## src/rtl/serial_deserializer.sv

```systemverilog
// One-bit-per-clock serial receiver: start bit, DATA_W data bits LSB-first, optional even parity, stop bit.
// Define SERIAL_DESERIALIZER_PARITY_EN to add the parity bit between the data bits and the stop bit.
module serial_deserializer #(
  parameter int DATA_W = 8
) (
  input  logic              clk,
  input  logic              reset,
  input  logic              din,
  output logic [DATA_W-1:0] byte_out,
  output logic              byte_valid,
  output logic              frame_err,
  output logic              parity_err,
  output logic              busy
);

  localparam int CNT_W = $clog2(DATA_W + 1);
  localparam logic [CNT_W-1:0] LAST_BIT = CNT_W'(DATA_W - 1);

  typedef enum logic [2:0] {
    IDLE,
    DATA,
`ifdef SERIAL_DESERIALIZER_PARITY_EN
    PARITY,
`endif
    STOP,
    BREAK
  } state_t;

  state_t            state;
  state_t            state_nx;
  logic [CNT_W-1:0]  cnt;
  logic [DATA_W-1:0] shreg;

  always_comb begin
    state_nx = state;
    case (state)
      IDLE:    if (!din) state_nx = DATA;
      DATA: begin
        if (cnt == LAST_BIT) begin
`ifdef SERIAL_DESERIALIZER_PARITY_EN
          state_nx = PARITY;
`else
          state_nx = STOP;
`endif
        end
      end
`ifdef SERIAL_DESERIALIZER_PARITY_EN
      PARITY:  state_nx = STOP;
`endif
      STOP:    state_nx = din ? IDLE : BREAK;
      // A line held low after a bad stop bit is a break, never a new start bit.
      BREAK:   if (din) state_nx = IDLE;
      default: state_nx = IDLE;
    endcase
  end

  always_ff @(posedge clk) begin
    if (reset) begin
      state      <= IDLE;
      cnt        <= '0;
      shreg      <= '0;
      byte_out   <= '0;
      byte_valid <= 1'b0;
      frame_err  <= 1'b0;
      busy       <= 1'b0;
    end else begin
      state      <= state_nx;
      byte_valid <= 1'b0;
      frame_err  <= 1'b0;
      busy       <= (state_nx != IDLE);
      case (state)
        IDLE: if (!din) cnt <= '0;
        DATA: begin
          shreg <= {din, shreg[DATA_W-1:1]};
          cnt   <= cnt + CNT_W'(1);
        end
        STOP: begin
          if (din) begin
            byte_out   <= shreg;
            byte_valid <= 1'b1;
          end else begin
            frame_err  <= 1'b1;
          end
        end
        default: ;
      endcase
    end
  end

`ifdef SERIAL_DESERIALIZER_PARITY_EN
  // Mismatch is captured at the parity bit and reported alongside the stop-bit outcome.
  logic par_bad;

  always_ff @(posedge clk) begin
    if (reset) begin
      par_bad    <= 1'b0;
      parity_err <= 1'b0;
    end else begin
      parity_err <= 1'b0;
      if (state == PARITY) par_bad <= (^shreg) ^ din;
      if (state == STOP) parity_err <= par_bad;
    end
  end
`else
  assign parity_err = 1'b0;
`endif

endmodule

```

## config.mk

```make
export PLATFORM = sky130hd
export DESIGN_NAME = serial_deserializer
export DESIGN_NICKNAME = d
export VERILOG_FILES = /design/src/rtl/serial_deserializer.sv
export SDC_FILE = /design/constraint.sdc
export NUM_CORES = 1
export LEC_CHECK = 0
export ABC_CLOCK_PERIOD_IN_PS = 1600
export CAP_MARGIN = 15
export CORE_UTILIZATION = 51
export CTS_CLUSTER_DIAMETER = 40
export DETAILED_ROUTE_END_ITERATION = 6
export PLACE_DENSITY = 0.78
export SYNTH_ARGS = -nofsm -noshare
export SYNTH_HDL_FRONTEND = slang
export SYNTH_SLANG_ARGS = --single-unit
```

## constraint.sdc

```tcl
create_clock -name clk -period 1.6 [get_ports clk]
set_clock_uncertainty 0.15 [all_clocks]
set_input_delay 0.32 -clock clk [delete_from_list [all_inputs] [get_ports clk]]
set_output_delay 0.32 -clock clk [all_outputs]
set_load 0.02 [all_outputs]
```

Yosys cells after proc, flatten, opt, wreduce, memory -nomap -nowiden

Index checks and enable logic that the tools add are counted.

Reductions and logical operators: 6
Equal/unequal tests: 5
Mux-type cells: 9
Bitwise logic cells: 1
Add/sub/neg operators: 1

Operator list:

| kind                                          | count |
|---|---|
| case mux 3 bit (4 select lines)               | 1 |
| 2-to-1 mux 3 bit                              | 3 |
| case mux 4 bit (2 select lines)               | 1 |
| == test 3 x 2 -> 1 bit, second input constant | 2 |
| adder 4 x 1 -> 4 bit, second input constant   | 1 |
| == test 4 x 3 -> 1 bit, second input constant | 1 |
| 2-to-1 mux 4 bit                              | 1 |
| AND reduction 2 bit                           | 2 |
| == test 3 x 1 -> 1 bit, second input constant | 1 |
| zero test 3 bit                               | 1 |
| nonzero test 3 bit                            | 1 |
| 2-to-1 mux 1 bit                              | 2 |
| 2-to-1 mux 2 bit                              | 1 |
| inequality test 2 bit, second input constant  | 1 |
| nonzero test 2 bit                            | 1 |
| OR reduction 2 bit                            | 1 |
| inverter 1 bit                                | 1 |

Bits in registers: 26
Logic and storage cells: 29
Output and inout bits: 12
Input bits: 3

Longest topological paths before layout

Gate-level depths: netlist of the first run.

Depth after elaboration: 4
Depth in mapped cells: 5
Depth with buffers taken out: 4

Least setup slack after synthesis of the first run

No wires, ideal clock.

Kind: register to register
Start point: reg state[1]
End point: reg cnt[3]
Path buffers: 1
Library setup time: 0.074 ns
Stages on the path, launching flop included: 5
Setup slack: 0.231 ns
Arrival: 1.144 ns
Clock period less this slack: 1.369 ns
Data required time: 1.376 ns
Path through: dfxtp_1 -> buf_6 -> nand2b_4 -> or4_1 -> a31oi_1

Word-level cells in the longest chain between the ends: 3
Elaborated cells on any way between the ends: 6
Classes of those cells: eq/ne: 2; mux: 1; reduce/logical: 3

RTL lines:

| element                                                                             | RTL line | source |
|---|---|---|
| start: declaration                                                                  | 29       | `state_t state;` |
| start signal: assignment                                                            | 67       | `state <= state_nx;` |
| == test 3 x 1 -> 1 bit / zero test 3 bit (equally long branches)                    | 71       | `case (state)` |
| nonzero test 2 bit (no source line) / inequality test 2 bit (equally long branches) | n/a      |  |
| AND reduction 2 bit (no source line)                                                | n/a      |  |
| end signal: assignment                                                              | 75       | `cnt <= cnt + CNT_W'(1);` |
| end: declaration                                                                    | 31       | `logic [CNT_W-1:0] cnt;` |

Parallel ways exist; a longest one is shown, timed or not.
A chain may end at the register's enable or synchronous reset.

Worst setup path after layout of the first run

Start point: reg byte_out[5]
End point: out byte_out[5]

RTL lines:

| element                  | RTL line | source |
|---|---|---|
| start: declaration       | 9        | `output logic [DATA_W-1:0] byte_out,` |
| start signal: assignment | 79       | `byte_out <= shreg;` |

No word-level cell between the ends.

==> results of run 1 <==
## sequential cells by signal, summed over array words and instances, names as in the netlist
name / cells
byte_valid: 1
busy: 1
cnt: 4
state: 3
shreg: 8
byte_out: 8
frame_err: 1
## routing by layer
| metal | vias to the layer above | part of all wire, % |
|---|---|---|
| li1 | 392 | - |
| met1 | 353 | 49 |
| met2 | 16 | 46 |
| met3 | 2 | 3.3 |
| met4 | 0 | 1.3 |
| met5 | - | 0 |
## stage by stage
stage                     hold WS [ns]  setup slack [ns]  cell area [sq um]
after floorplan                  0.239             0.231               1010
after global placement           0.293           -0.0723               1180
after detailed placement         0.296            -0.106               1180
after CTS                        0.318             0.105               1190
after global routing             0.340            0.0266               1190
final                            0.313             0.119               1190
## layout make-up
class / instances / area (sq um) / area share [%]
Multi-Input combinational cell: 71 / 435 / 36.7
Sequential cell: 26 / 522 / 43.9
Clock buffer: 3 / 22.5 / 1.90
Timing Repair Buffer: 21 / 176 / 14.9
Tap cell: 25 / 31.3 / 2.63
## worst max path at each step
stage,startpoint,to,slack [ns],cells past startpoint
6_report,byte_out[5],byte_out[5],0.12,1
3_3_place_gp,din,byte_out[4],-0.07,5
5_1_grt,cnt[1],state[1],0.03,4
2_1_floorplan,state[1],cnt[3],0.23,4
4_1_cts,byte_out[4],byte_out[4],0.11,1
3_5_place_dp,din,byte_out[3],-0.11,5
## where the power goes
group          leakage (nW)  internal (mW)  total (mW)  switching [mW]
logic                 0.237         0.0235      0.0475          0.0240
clock network        0.0138         0.0882       0.275           0.187
registers             0.211          0.653       0.662         0.00866
total                 0.461          0.765       0.984           0.220
## cells in the final DEF, fill, tap and decap left out
cell             count
a21oi_1             10
o31ai_1              4
nand4bb_1            1
nand3b_1             2
a211oi_1             2
nand2b_4             1
clkdlybuf4s50_1      2
ha_1                 1
nand2_1             18
or2b_1               1
buf_4                8
or3_1                1
a31oi_1              2
dfxtp_2              1
nand2b_1             1
mux2i_1              8
nor4_1               1
clkbuf_4             3
nor4bb_1             1
conb_1               2
and2b_1              1
dfxtp_1             25
or4_1                1
and2_1               1
nand3_1              2
nor3b_4              1
dlygate4sd2_1       11
nor2_1               9
## repair_timing
item                       CTS  global route
resized for setup           11             1
pin swaps                    0             0
setup endpoints to repair   11             1
hold buffers                 0             0
## logic make-up (layout without fill, tap and decap cells)
family	Yosys count	after routing	share of synthesized area, %
AO/OA/AOI/OAI	18	18	10.7
adder cells (fa/ha/maj)	1	1	1.25
buffers and inverters	8	24	5.11
flip-flops	26	26	51.9
multiplexers	8	8	7.98
other	1	2	0.374
AND/OR/NAND/NOR	42	42	22.7
==> run metrics, run 1 <==
I/O pins 15; final setup vio count 0; number of synthesized register bits 26; Crit. End Element output pin; R2R depth 4; share of the synthesized area in the top cell type 51.9%; CTS Buffer Depth 2; Synth cell types 27; critical path data arrival time 1.01 ns; Initial Util 56.3%; Port Buf Inserts 13; grt ovf 0; CTS root buf clkbuf_4; clk_lat worst skew 0.32 ns; Final Non-Filler Cells 146; largest net degree at the start of global routing 16; wire length of the first global-routing pass 2680 um; top cells by area, synth dfxtp_1 52%, mux2i_1 8.0%, nand2_1 6.7%; Die Area 2150 sq um; DR iter-0 viols 16; PD cells 829 nW/um^2; Sum Neg Setup Slack 0 ns; critical path, cell by cell dlygate4sd2_1; drt via density 5.23; met2 Usage GRT 28.1%; Pwr Total 984 uW; Worst path top cell family by delay flip-flops; mean post-synth cell area 9.65 sq um; Setup CP Type flop to output pin; Synth top cells by count 26 x dfxtp_1, 18 x nand2_1, 10 x a21oi_1; nets 127; CP Data Required Time 1.13 ns; Fill cells 155; GP Congestion 0.741; CP max stage delay 0.36 ns; Synth async-reset ratio 0%; Hold WC Path Type flop to flop; Num CTS Buffers 3; Setup Fix Bufs, Post-CTS 0; Final min period 1.48 ns; Post-synth EDFFs 0; Worst R2R End shreg[2]; Vert. Die Dim 46.4 um; drt total wl 1710 um; Worst Hold Depth 2; Die W 46.4 um; drt pass-1 iters 4; DR WL/cell 11.7 um; R2R Path Start state[0]; DRC 0; CTS Sinks 26; RSZ-0062 raised after global routing no; Max Fanout on Critical Path 2; Yosys top cell by area dfxtp_1; top_reg_cell synth dfxtp_1; layout cells sized above 1 11.6%; clk slew on worst S/H paths 0.13 ns; # rows 15; outcome finished clean; most frequent cell after synthesis dfxtp_1; Startpoint Class flop; H-tree depth 1; initial antenna violation count 0; pins over their slew limit 0; fin crit share 92.5%; Peak VDD IR 0.600 mV; hold path endpoint byte_out[1]; leakage power 0.461 nW; Crit-path slowest cell dfxtp_1; GRT Total Usage 18.0%; Area Growth Syn to Fin 18.3%; Most Crowded Layer GR met2; post-synthesis sequential area ratio 51.9%; n_diodes 0; total number of vias 763; HPWL after DPL 1220 um; synthesized area 1000 sq um; Routed Antenna Nets 0; met1 usage 23.5%; max_cap viols 0; endpoints failing hold 0; TritonCTS clock tree built; Syn Inst Count 104; YS warnings 0; R2R setup slack 0.12 ns; dpl cells 143; Hold Startpoint byte_out[1]; post-layout util 66.6%; core area 1780 sq um; fmax 675 MHz; met3 Use GR 4.71%; critical path buffer and inverter count 1; vias in the first global route 622
(Power assumes the default switching activity.)
==> inputs of run 2 (changes only) <==
- ABC_CLOCK_PERIOD_IN_PS: 1600 -> 1700
- SLEW_MARGIN: default -> 30
- clock period: 1.6 -> 1.7 ns (I/O delays scaled with it)
==> run metrics, run 2 (synthesized netlist as in run 1, its figures left out) <==
Pwr Total 978 uW (-0.66%); drt pass-1 iters 4 (unchanged); # hold bufs at CTS 0 (unchanged); Hold WC Path Type flop to flop; commonest non-fill, non-tap cell in the layout dfxtp_1; core area 1780 sq um (unchanged); critical path data arrival time 1.06 ns (+0.05 ns); total number of vias 779 (+2.1%); TritonCTS clock tree built; Die Area 2150 sq um (unchanged); critical path, cell by cell dlygate4sd2_1; Top Registers byte_out (8), shreg (8), cnt (4); DR iter-0 viols 7 (-9); nets 127 (unchanged); Worst path top cell family by delay flip-flops; P_sw 210 uW (-4.3%); Internal 768 uW (+0.39%); PD cells 815 nW/um^2 (-1.7%); clk slew on worst S/H paths 0.13 ns (about the same); GRT Total Usage 19.4% (+1.4 points); drt total wl 1840 um (+7.1%); CP max stage delay 0.37 ns (about the same); post_cts resized 11 (unchanged); CTS root buf clkbuf_4; layout cells sized above 1 11.5% (-0.095 points); Final min period 1.55 ns; Port Buf Inserts 13 (unchanged); Max Fanout on Critical Path 2 (unchanged); leakage power 0.468 nW (+1.5%); fmax 647 MHz; drt via density 5.30 (+1.4%); n_diodes 0 (unchanged); switching share of power 21.5% (-0.82 points); critical path buffer and inverter count 1 (unchanged); Routed Antenna Nets 0 (unchanged); hold_ws 0.313 ns (+0.0000230 ns); clk_lat worst skew 0.32 ns (about the same); Die W 46.4 um (unchanged); DRC 0 (unchanged); Vert. Die Dim 46.4 um (unchanged); max_cap viols 0 (unchanged); endpoints failing hold 0 (unchanged); RSZ-0062 raised after global routing no; final setup vio count 0 (unchanged); DR WL/cell 12.5 um (+6.3%); GP Congestion 0.744 (+0.47%); grt ovf 0 (unchanged); Startpoint Class flop; Crit-path slowest cell dfxtp_1; wire length of the first global-routing pass 2900 um (+8.0%); Seq pwr share 63.7% (-3.5 points); Area Growth Syn to Fin 19.6%; Peak VDD IR 0.664 mV (+11%); CP Data Required Time 1.21 ns (+0.08 ns); fin crit share 91.0%; I/O pins 15 (unchanged); # rows 15 (unchanged); CTS Buffer Depth 2 (unchanged); Num CTS Buffers 3 (unchanged); Crit. End Element output pin; Fill cells 150 (-3.2%); Setup Fix Bufs, Post-CTS 0 (unchanged); share of total power in combinational logic 4.6% (-0.2 points); vias in the first global route 667 (+7.2%); largest net degree at the start of global routing 16 (unchanged); outcome finished clean; Initial Util 56.3% (unchanged); initial antenna violation count 0 (unchanged); H-tree depth 1 (unchanged); Setup CP Type flop to output pin; most frequent cells in the layout 26 x dfxtp_1, 18 x nand2_1, 11 x dlygate4sd2_1; clock power share 31.7% (+3.7 points); CTS Sinks 26 (unchanged); HPWL after DPL 1310 um (+7.8%); pins over their slew limit 0 (unchanged)
run 2: cell count changes in the layout (fill, tap and decap cells not counted), sizes merged:
cell,delta
clkbuf,+1
run 2: through the flow:
stage,setup TNS [ns],util [%],area [sq um],worst slack [ns],instances
2_1_floorplan,0,-,1010,0.331,105
3_3_place_gp,0,66.0,1180,0.00306,143
3_5_place_dp,-0.169,66.0,1180,-0.0539,143
4_1_cts,0,67.3,1200,0.145,147
5_1_grt,0,67.3,1200,0.0332,147
6_report,0,67.3,1200,0.153,147
run 2: area by class of cell:
| type | instances | area (sq um) | share of cell area [%] |
|---|---|---|---|
| sequential | 26 | 520 | 43.4 |
| multi-input combinational | 71 | 435 | 36.3 |
| timing repair buffer | 21 | 176 | 14.7 |
| clock buffer | 4 | 36.3 | 3.02 |
| tap | 25 | 31.3 | 2.61 |
run 2: routing by layer:
metal | routed length [um] | up-vias | track usage (%)
met1 | 857 | 365 | 24.3
li1 | - | 394 | -
met4 | 38 | 0 | 11.2
met5 | 0 | - | 0
met2 | 875 | 15 | 30.8
met3 | 62 | 5 | 3.53
run 2: tightest hold or removal path: stages (launching register included):
cell and delay (ns):
dfxtp_1 0.33, nand2_1 0.05, a21oi_1 0.05
run 2: final timing paths:
| check | startpoint | end | slack (ns) | cells past startpoint |
|---|---|---|---|---|
| worst max-delay path | byte_out[6] | byte_out[6] | 0.15 | 1 |
| worst min-delay path | byte_out[2] | byte_out[2] | 0.31 | 2 |
| worst min register to register | byte_out[2] | byte_out[2] | 0.31 | 2 |
| worst max register to register | state[0] | shreg[2] | 0.16 | 4 |
run 2: power groups by stage:
stage | clock [mW] | sequential, mW | combinational (mW)
finish | 0.310 | 0.623 | 0.0453
floorplan | 0 | 0.633 | 0.0303
global placement | 0 | 0.636 | 0.0452
CTS | 0.315 | 0.623 | 0.0456
detailed placement | 0 | 0.636 | 0.0460
global route | 0.334 | 0.625 | 0.0483
